--- src/rtl/instr_fetch_unit_if.sv ---
// Request/write/status bundle between the fetch unit and the decode/execute side.
// master = the side issuing requests and program writes; slave = the fetch unit.
interface instr_fetch_unit_if #(
  parameter int OP_SIZE     = 4,
  parameter int ARG_SIZE    = 3,
  parameter int ARG_NUM     = 2,
  parameter int ADDR_W      = 4,
  parameter int STACK_DEPTH = 4
);
  localparam int IW    = OP_SIZE + ARG_NUM * ARG_SIZE;
  localparam int LVL_W = $clog2(STACK_DEPTH) + 1;

  logic              branch;
  logic [ADDR_W-1:0] branch_addr;
  logic              call;
  logic              ret;
  logic              done;
  logic              prog_we;
  logic [ADDR_W-1:0] prog_addr;
  logic [IW-1:0]     prog_data;
  logic [IW-1:0]     instruction;
  logic [ADDR_W-1:0] pc;
  logic              halted;
  logic              stack_err;
  logic [LVL_W-1:0]  stack_level;

  modport master (
    output branch, branch_addr, call, ret, done, prog_we, prog_addr, prog_data,
    input  instruction, pc, halted, stack_err, stack_level
  );

  modport slave (
    input  branch, branch_addr, call, ret, done, prog_we, prog_addr, prog_data,
    output instruction, pc, halted, stack_err, stack_level
  );
endinterface

--- src/rtl/instr_fetch_unit.sv ---
// Program counter, writable instruction store and call/return stack with HALT detection.
// Define IFU_RELATIVE_BRANCH_EN to make branch (not call) add a signed offset to pc.
module instr_fetch_unit #(
  parameter int                  OP_SIZE     = 4,
  parameter int                  ARG_SIZE    = 3,
  parameter int                  ARG_NUM     = 2,
  parameter int                  ADDR_W      = 4,
  parameter int                  STACK_DEPTH = 4,
  parameter logic [OP_SIZE-1:0]  OP_HALT     = {OP_SIZE{1'b1}}
) (
  input  logic               clk,
  input  logic               rst,
  instr_fetch_unit_if.slave  bus
);
  localparam int IW    = OP_SIZE + ARG_NUM * ARG_SIZE;
  localparam int DEPTH = 2 ** ADDR_W;
  localparam int SP_W  = $clog2(STACK_DEPTH);
  localparam int LVL_W = SP_W + 1;
  localparam logic [LVL_W-1:0] LVL_FULL = LVL_W'(STACK_DEPTH);

  // One resolved action per edge; lower-priority requests are simply dropped.
  typedef enum logic [2:0] {
    ACT_HOLD,
    ACT_BRANCH,
    ACT_CALL,
    ACT_RET,
    ACT_DONE,
    ACT_ERR
  } act_e;

  // NOTE: the store and the return stack are plain RAM arrays with no reset
  // path; the store only gets a power-up value, and stale stack slots are
  // unreachable because the level counter is what resets.
  logic [IW-1:0]     store [DEPTH] = '{default: '0};
  logic [ADDR_W-1:0] stack [STACK_DEPTH];

  logic [ADDR_W-1:0] pc_q, pc_d;
  logic [ADDR_W-1:0] pc_inc;
  logic [ADDR_W-1:0] branch_target;
  logic [LVL_W-1:0]  level_q, level_d;
  logic              err_q, err_d;
  logic              push;
  logic [SP_W-1:0]   push_idx;
  logic [SP_W-1:0]   pop_idx;
  logic              stack_full;
  logic              stack_empty;
  logic              halted;
  act_e              act;

  assign bus.instruction = store[pc_q];
  assign halted          = (bus.instruction[IW-1 -: OP_SIZE] == OP_HALT);
  assign bus.halted      = halted;
  assign bus.pc          = pc_q;
  assign bus.stack_err   = err_q;
  assign bus.stack_level = level_q;

  assign pc_inc      = pc_q + ADDR_W'(1);
  assign stack_full  = (level_q == LVL_FULL);
  assign stack_empty = (level_q == '0);
  assign push_idx    = level_q[SP_W-1:0];
  assign pop_idx     = push_idx - SP_W'(1);

`ifdef IFU_RELATIVE_BRANCH_EN
  // Two's-complement offset: plain modular addition does the sign handling.
  assign branch_target = pc_q + bus.branch_addr;
`else
  assign branch_target = bus.branch_addr;
`endif

  // NOTE: every combinational output gets a default before any branch, so no
  // path leaves a signal unassigned and no latch is inferred.
  always_comb begin
    act = ACT_HOLD;
    if (bus.branch) begin
      act = ACT_BRANCH;
    end else if (bus.call) begin
      act = stack_full ? ACT_ERR : ACT_CALL;
    end else if (bus.ret) begin
      act = stack_empty ? ACT_ERR : ACT_RET;
    end else if (bus.done && !halted) begin
      act = ACT_DONE;
    end
  end

  always_comb begin
    pc_d    = pc_q;
    level_d = level_q;
    err_d   = err_q;
    push    = 1'b0;
    unique case (act)
      ACT_BRANCH: pc_d = branch_target;
      ACT_CALL: begin
        push    = 1'b1;
        level_d = level_q + LVL_W'(1);
        pc_d    = bus.branch_addr;
      end
      ACT_RET: begin
        level_d = level_q - LVL_W'(1);
        pc_d    = stack[pop_idx];
      end
      ACT_DONE: pc_d  = pc_inc;
      ACT_ERR:  err_d = 1'b1;
      default: ;
    endcase
  end

  // NOTE: state registers use non-blocking assignments so every flop samples
  // pre-edge values regardless of process ordering.
  always_ff @(posedge clk) begin
    if (rst) begin
      pc_q    <= '0;
      level_q <= '0;
      err_q   <= 1'b0;
    end else begin
      pc_q    <= pc_d;
      level_q <= level_d;
      err_q   <= err_d;
    end
  end

  always_ff @(posedge clk) begin
    if (push && !rst) begin
      stack[push_idx] <= pc_inc;
    end
  end

  // Program writes ignore rst and PC activity; a write to pc shows next cycle.
  always_ff @(posedge clk) begin
    if (bus.prog_we) begin
      store[bus.prog_addr] <= bus.prog_data;
    end
  end

endmodule

--- src/flat_wrapper.sv ---
// flat-port wrapper written by rule: the top's interface ports become plain ports
module instr_fetch_unit_flat 
#(
  parameter int                  OP_SIZE     = 4,
  parameter int                  ARG_SIZE    = 3,
  parameter int                  ARG_NUM     = 2,
  parameter int                  ADDR_W      = 4,
  parameter int                  STACK_DEPTH = 4,
  parameter logic [OP_SIZE-1:0]  OP_HALT     = {OP_SIZE{1'b1}}
)
  (clk, rst, bus_branch, bus_branch_addr, bus_call, bus_ret, bus_done, bus_prog_we, bus_prog_addr, bus_prog_data, bus_instruction, bus_pc, bus_halted, bus_stack_err, bus_stack_level);
  instr_fetch_unit_if #(.OP_SIZE(OP_SIZE), .ARG_SIZE(ARG_SIZE), .ARG_NUM(ARG_NUM), .ADDR_W(ADDR_W), .STACK_DEPTH(STACK_DEPTH)) bus_i ();
  input  logic clk;
  input  logic rst;
  input wire logic [$bits(bus_i.branch)-1:0] bus_branch;
  input wire logic [$bits(bus_i.branch_addr)-1:0] bus_branch_addr;
  input wire logic [$bits(bus_i.call)-1:0] bus_call;
  input wire logic [$bits(bus_i.ret)-1:0] bus_ret;
  input wire logic [$bits(bus_i.done)-1:0] bus_done;
  input wire logic [$bits(bus_i.prog_we)-1:0] bus_prog_we;
  input wire logic [$bits(bus_i.prog_addr)-1:0] bus_prog_addr;
  input wire logic [$bits(bus_i.prog_data)-1:0] bus_prog_data;
  output wire logic [$bits(bus_i.instruction)-1:0] bus_instruction;
  output wire logic [$bits(bus_i.pc)-1:0] bus_pc;
  output wire logic [$bits(bus_i.halted)-1:0] bus_halted;
  output wire logic [$bits(bus_i.stack_err)-1:0] bus_stack_err;
  output wire logic [$bits(bus_i.stack_level)-1:0] bus_stack_level;
  assign bus_i.branch = bus_branch;
  assign bus_i.branch_addr = bus_branch_addr;
  assign bus_i.call = bus_call;
  assign bus_i.ret = bus_ret;
  assign bus_i.done = bus_done;
  assign bus_i.prog_we = bus_prog_we;
  assign bus_i.prog_addr = bus_prog_addr;
  assign bus_i.prog_data = bus_prog_data;
  assign bus_instruction = bus_i.instruction;
  assign bus_pc = bus_i.pc;
  assign bus_halted = bus_i.halted;
  assign bus_stack_err = bus_i.stack_err;
  assign bus_stack_level = bus_i.stack_level;
  instr_fetch_unit #(.OP_SIZE(OP_SIZE), .ARG_SIZE(ARG_SIZE), .ARG_NUM(ARG_NUM), .ADDR_W(ADDR_W), .STACK_DEPTH(STACK_DEPTH), .OP_HALT(OP_HALT)) u_core (.clk(clk), .rst(rst), .bus(bus_i));
endmodule
--- config.mk ---
export PLATFORM = sky130hd
export DESIGN_NAME = instr_fetch_unit_flat
export DESIGN_NICKNAME = d
export VERILOG_FILES = /design/src/rtl/instr_fetch_unit_if.sv /design/src/rtl/instr_fetch_unit.sv /design/src/flat_wrapper.sv
export SDC_FILE = /design/constraint.sdc
export NUM_CORES = 1
export LEC_CHECK = 0
export CAP_MARGIN = 20
export CORE_ASPECT_RATIO = 1.25
export CORE_MARGIN = 1
export CORE_UTILIZATION = 55
export CTS_BUF_LIST = sky130_fd_sc_hd__clkbuf_4
export DETAILED_ROUTE_END_ITERATION = 16
export PLACE_DENSITY = 0.8
export SYNTH_ARGS = -nofsm -noshare
export SYNTH_HDL_FRONTEND = slang
export SYNTH_SLANG_ARGS = --single-unit
--- constraint.sdc ---
create_clock -name clk -period 2.7 [get_ports clk]
set_input_delay 0.54 -clock clk [delete_from_list [all_inputs] [get_ports clk]]
set_output_delay 0.54 -clock clk [all_outputs]
set_load 0.005 [all_outputs]
After elaboration in Yosys (flattened, before gate mapping)
Memory sizes are Yosys's and may differ from the RTL's. A register that Yosys moved wholly into a read port is not among the register bits. Index checks and enable logic that the tools add are counted.

Register bits: 8. Latch bits: 0. Memory bits (writable): 176. Bits in read-only memories: 0. Bits of input ports: 25. Output and inout bits: 19. Word-level logic and storage cells: 39. Memories: 2.

Add/sub/neg operators: 4. Multipliers: 0. Divide/modulo/power cells: 0. Order comparisons: 0. Equal/unequal tests: 7. Shift operators: 0. Mux-type cells: 15. Bitwise logic cells: 0. Reduce and logical (&&, ||, !) cells: 8.

Memories: u_core.store (depth 16, width 10, rd ports 1, clocked after Yosys merged registers in 1, wr ports 1, line instr_fetch_unit.sv:34) `logic [IW-1:0] store [DEPTH] = '{default: '0};`; u_core.stack (depth 4, width 4, rd ports 1, clocked after Yosys merged registers in 0, wr ports 1, line instr_fetch_unit.sv:35) `logic [ADDR_W-1:0] stack [STACK_DEPTH];`.

Operator list (number): 3-bit two-way mux (6); 4-bit case mux with 3 select lines (1); 3-bit == test (second input constant) (3); 4-bit two-way mux (2); 3-bit by 2-bit == test with 1-bit output (second input constant) (2); 3-bit case mux with 2 select lines (1); 1-bit two-way mux (5); 4-bit by 1-bit adder with 4-bit output (second input constant) (1); 4-bit == test (second input constant) (1); 3-bit by 1-bit adder with 3-bit output (second input constant) (1); 3-bit by 1-bit == test with 1-bit output (second input constant) (1); 3-bit logical NOT (1); 3-bit nonzero test (1); 3-bit by 1-bit subtractor with 3-bit output (second input constant) (1); 1-bit logical AND (2); 1-bit logical NOT (2); 2-bit nonzero test (1); 2-bit OR reduction (1); 2-bit by 1-bit subtractor with 2-bit output (second input constant) (1).

Depth between registers and ports, before layout
Word-level depth: 12. Mapped depth: 10. Depth with buffers taken out: 9.

Least setup slack after synthesis
Ideal clock, no wire load.

Kind: register to output. From: register with a tool-made name. To: output bus_instruction[0]. Arrival: 2266 ps. Setup slack: -106 ps. Cell stages (with the launch flop): 6. Path through: dfxtp_1 buf_6 buf_2 buf_1 mux4_2 mux4_2.

RTL lines: end, declared (line flat_wrapper.sv:23) `output wire logic [$bits(bus_i.instruction)-1:0] bus_instruction;`.

==> flow_summary.toml <==
[timing]
worst_slew_pin_slew_ns = 0.593
rsz0062_at_grt = "yes"
finalCritPeriodShare = 1.11
setup_ws_ns = -0.294
period_needed_ns = 2.99
hold_viol_final = 0
slew_headroom = 0.603
finalSetupViolations = 11
timing.setup.tns_ns = -2.12
clock_skew_ns = 0.0148
fmax_mhz = 334
finalMaxSlewViolations = 0

[power_and_ir_drop]
p_sw_frac = 0.254
ir_worst_vdd_mv = 0.430
p_leak_nw = 2.94
power_density_nw_per_um2 = 630
clock_power_share = 0.282
switchingPower_mw = 1.43
comb_power_share = 0.131
pwr-share-seq = 0.587
p_int_mw = 4.19

[floorplan]
core_area_um2 = 13300
rows = 47
pin_count = 44
die_area_um2 = 14100
die_h_um = 133
start_util = 0.565
die_x_um = 106

[routing]
vias_per_cell = 6.00
wl_met1_um = 5770
drcViolationCount = 0
wl_met3_um = 917
top_layer_used = "met4"
routedWlPerCell_um = 23.4
antenna_left = 0
num_vias = 3941
first_pass_iters = 6
wl_met2_um = 8280
routed_wl_um = 15400
drtIter0Drc = 359

[logic_synthesis]
synth_top_family_by_area = "multiplexers"
synth.cell_area_um2 = 7510
synth_ff_type = "edfxtp_1"
synth-adder-area-share = 0.0110
postSynth.asyncResetShare = 0
yosys-top-cells-area = "edfxtp_1, mux4_2, dfxtp_1, nor2_1, ha_1"
synth-seq-area-share = 0.736
yosys.area.top_type = "edfxtp_1"
synthCells = 376
synth_cell_types = 43
synth_edf_count = 176
postSynthAreaPerCell_um2 = 20.0
yosys.area_share.xor_xnor = 0.00467
synth_fp_nets = 407
synth-simple-area-share = 0.0505
yosysMostFrequentCell = "edfxtp_1"
synth_commonest_cells = "edfxtp_1, mux4_2, nor2_1"
synthMuxAreaShare = 0.155
synth_top_area_frac = 0.704
synth-seq-cells = 188
synth_warnings = 0
synth_compound_area_frac = 0.0272

[critical_path]
cp.required_ns = 2.16
crit_type = "flop to output port"
crit_chain = "buf_12 > buf_12 > mux4_2 > a22oi_2 > nand3_2 > and4_4 > buf_6"
start_kind = "flop"
path_buf_inv = 3
critical_path.most_common_cell = "buf_12"
crit_slowest_cell = "mux4_2"
end_kind = "output port"
cp_top_family = "multiplexers"
r2r_slack_ns = 0.03
cp_max_fo = 8
cpPeakStageDelay_ns = 0.51
worstPathArrival_ns = 2.45

[global_routing]
grt_first_pass_wirelength_um = 23700
overflow = 0
grt_max_degree = 41
grt_pass1_vias = 4224
grt_usage = 0.237
antenna_found_initial = 0

[placement]
routabilityCongestion = 0.821
portBuffers = 43
post-dp-hpwl_um = 9960
dp_cells = 615

[outcome]
violations = "negative setup slack"
outcome = "finished, violations left"

[worst_hold_path]
hp-class = "flop to flop"
hold_start = "u_core.bus.stack_err$_SDFFE_PP0N_"

[layout]
final_layout_size_suffix_gt1_frac = 0.333
diodes = 0
stdcell_count = 657
area_growth_pct = 18.9
final_nets = 504

[run]
drv_cap = 0

[clocking]
htreeDepth = 4
clock-root-buffer = "clkbuf_4"
tritoncts = "built"
clock_latency_ns = 0.56
clk_pin_slew_ns = 0.16
postCtsHoldBufs = 0
clock_sinks = 188
cts_made_buffers = 17
cts_max_path_buffers = 2
-- registers in the layout (all words and copies together), names as in the netlist, named ones only --
name                    flops
u_core.stack               16
u_core.bus.stack_level      3
u_core.bus.pc               4
u_core.bus.stack_err        1
u_core.store              160
-- worst paths after layout --
kind	depth (start not counted)	end
setup / recovery	7	bus_halted
hold / removal	2	u_core.bus.stack_err$_SDFFE_PP0N_
setup reg to reg	9	flop
hold reg to reg	2	u_core.bus.stack_err$_SDFFE_PP0N_
-- through the flow --
stage / total power, mW / cell area [um2] / setup WS [ns] / util / hold WS, ns
2_1_floorplan: 3.73 / 7510 / 0.157 / - / 0.463
3_3_place_gp: 4.02 / 8420 / 0.0327 / 0.634 / 0.455
3_5_place_dp: 4.04 / 8420 / -0.00992 / 0.634 / 0.465
4_1_cts: 5.64 / 8940 / -0.407 / 0.672 / 0.502
5_1_grt: 5.81 / 8920 / -0.369 / 0.671 / 0.516
6_report: 5.62 / 8920 / -0.294 / 0.671 / 0.497
-- layer usage --
layer  vias up  track usage
li1       1740            -
met4         0       0.0913
met5         -            0
met2       169        0.406
met3        29       0.0453
met1      2003        0.300
-- final cells by class --
type                            count  area [um2]
Timing Repair Buffer               93         931
Clock buffer                       18         135
Inverter                            9        33.8
Sequential cell                   188        5530
Tap cell                          171         214
Multi-Input combinational cell    164        1910
Clock inverter                     14         168
Fill cell                         893        4370
-- worst min-delay path, cell delays in order, from the launching register on --
cell     delay (ns)
dfxtp_1        0.36
nor2_1         0.05
nor2_1         0.07
-- cell families after synthesis --
kind of cell	Yosys count
adder cells (fa/ha/maj)	6
AND/OR/NAND/NOR	74
flip-flops	188
AO/OA/AOI/OAI	26
buffers and inverters	24
XOR/XNOR	4
multiplexers	54
-- placed cells by master, fill, tap and decap left out, types with 5 or more instances in the layout --
cell type	n
mux4_2	50
buf_4	36
clkdlybuf4s50_1	32
nand3_1	6
clkbuf_4	18
nor2_1	28
buf_12	8
nor3_1	6
buf_6	7
inv_1	9
nand3_2	6
ha_1	5
inv_8	7
buf_2	5
edfxtp_1	176
nand2_1	7
dfxtp_1	10
-- power by group through the flow --
stage	clock network, mW	logic, mW	registers (mW)
6_report	1.58	0.735	3.30
5_1_grt	1.72	0.787	3.31
4_1_cts	1.60	0.738	3.30
3_5_place_dp	0	0.678	3.37
3_3_place_gp	0	0.660	3.36
2_1_floorplan	0	0.379	3.35
-- repair_timing --
action / CTS / global route
pin swaps: 7 / 7
gates cloned: 3 / 0
endpoints found under the setup margin: 13 / 16
gates resized for setup: 50 / 14
setup buffers: 7 / 2
(Power assumes the default switching activity.)
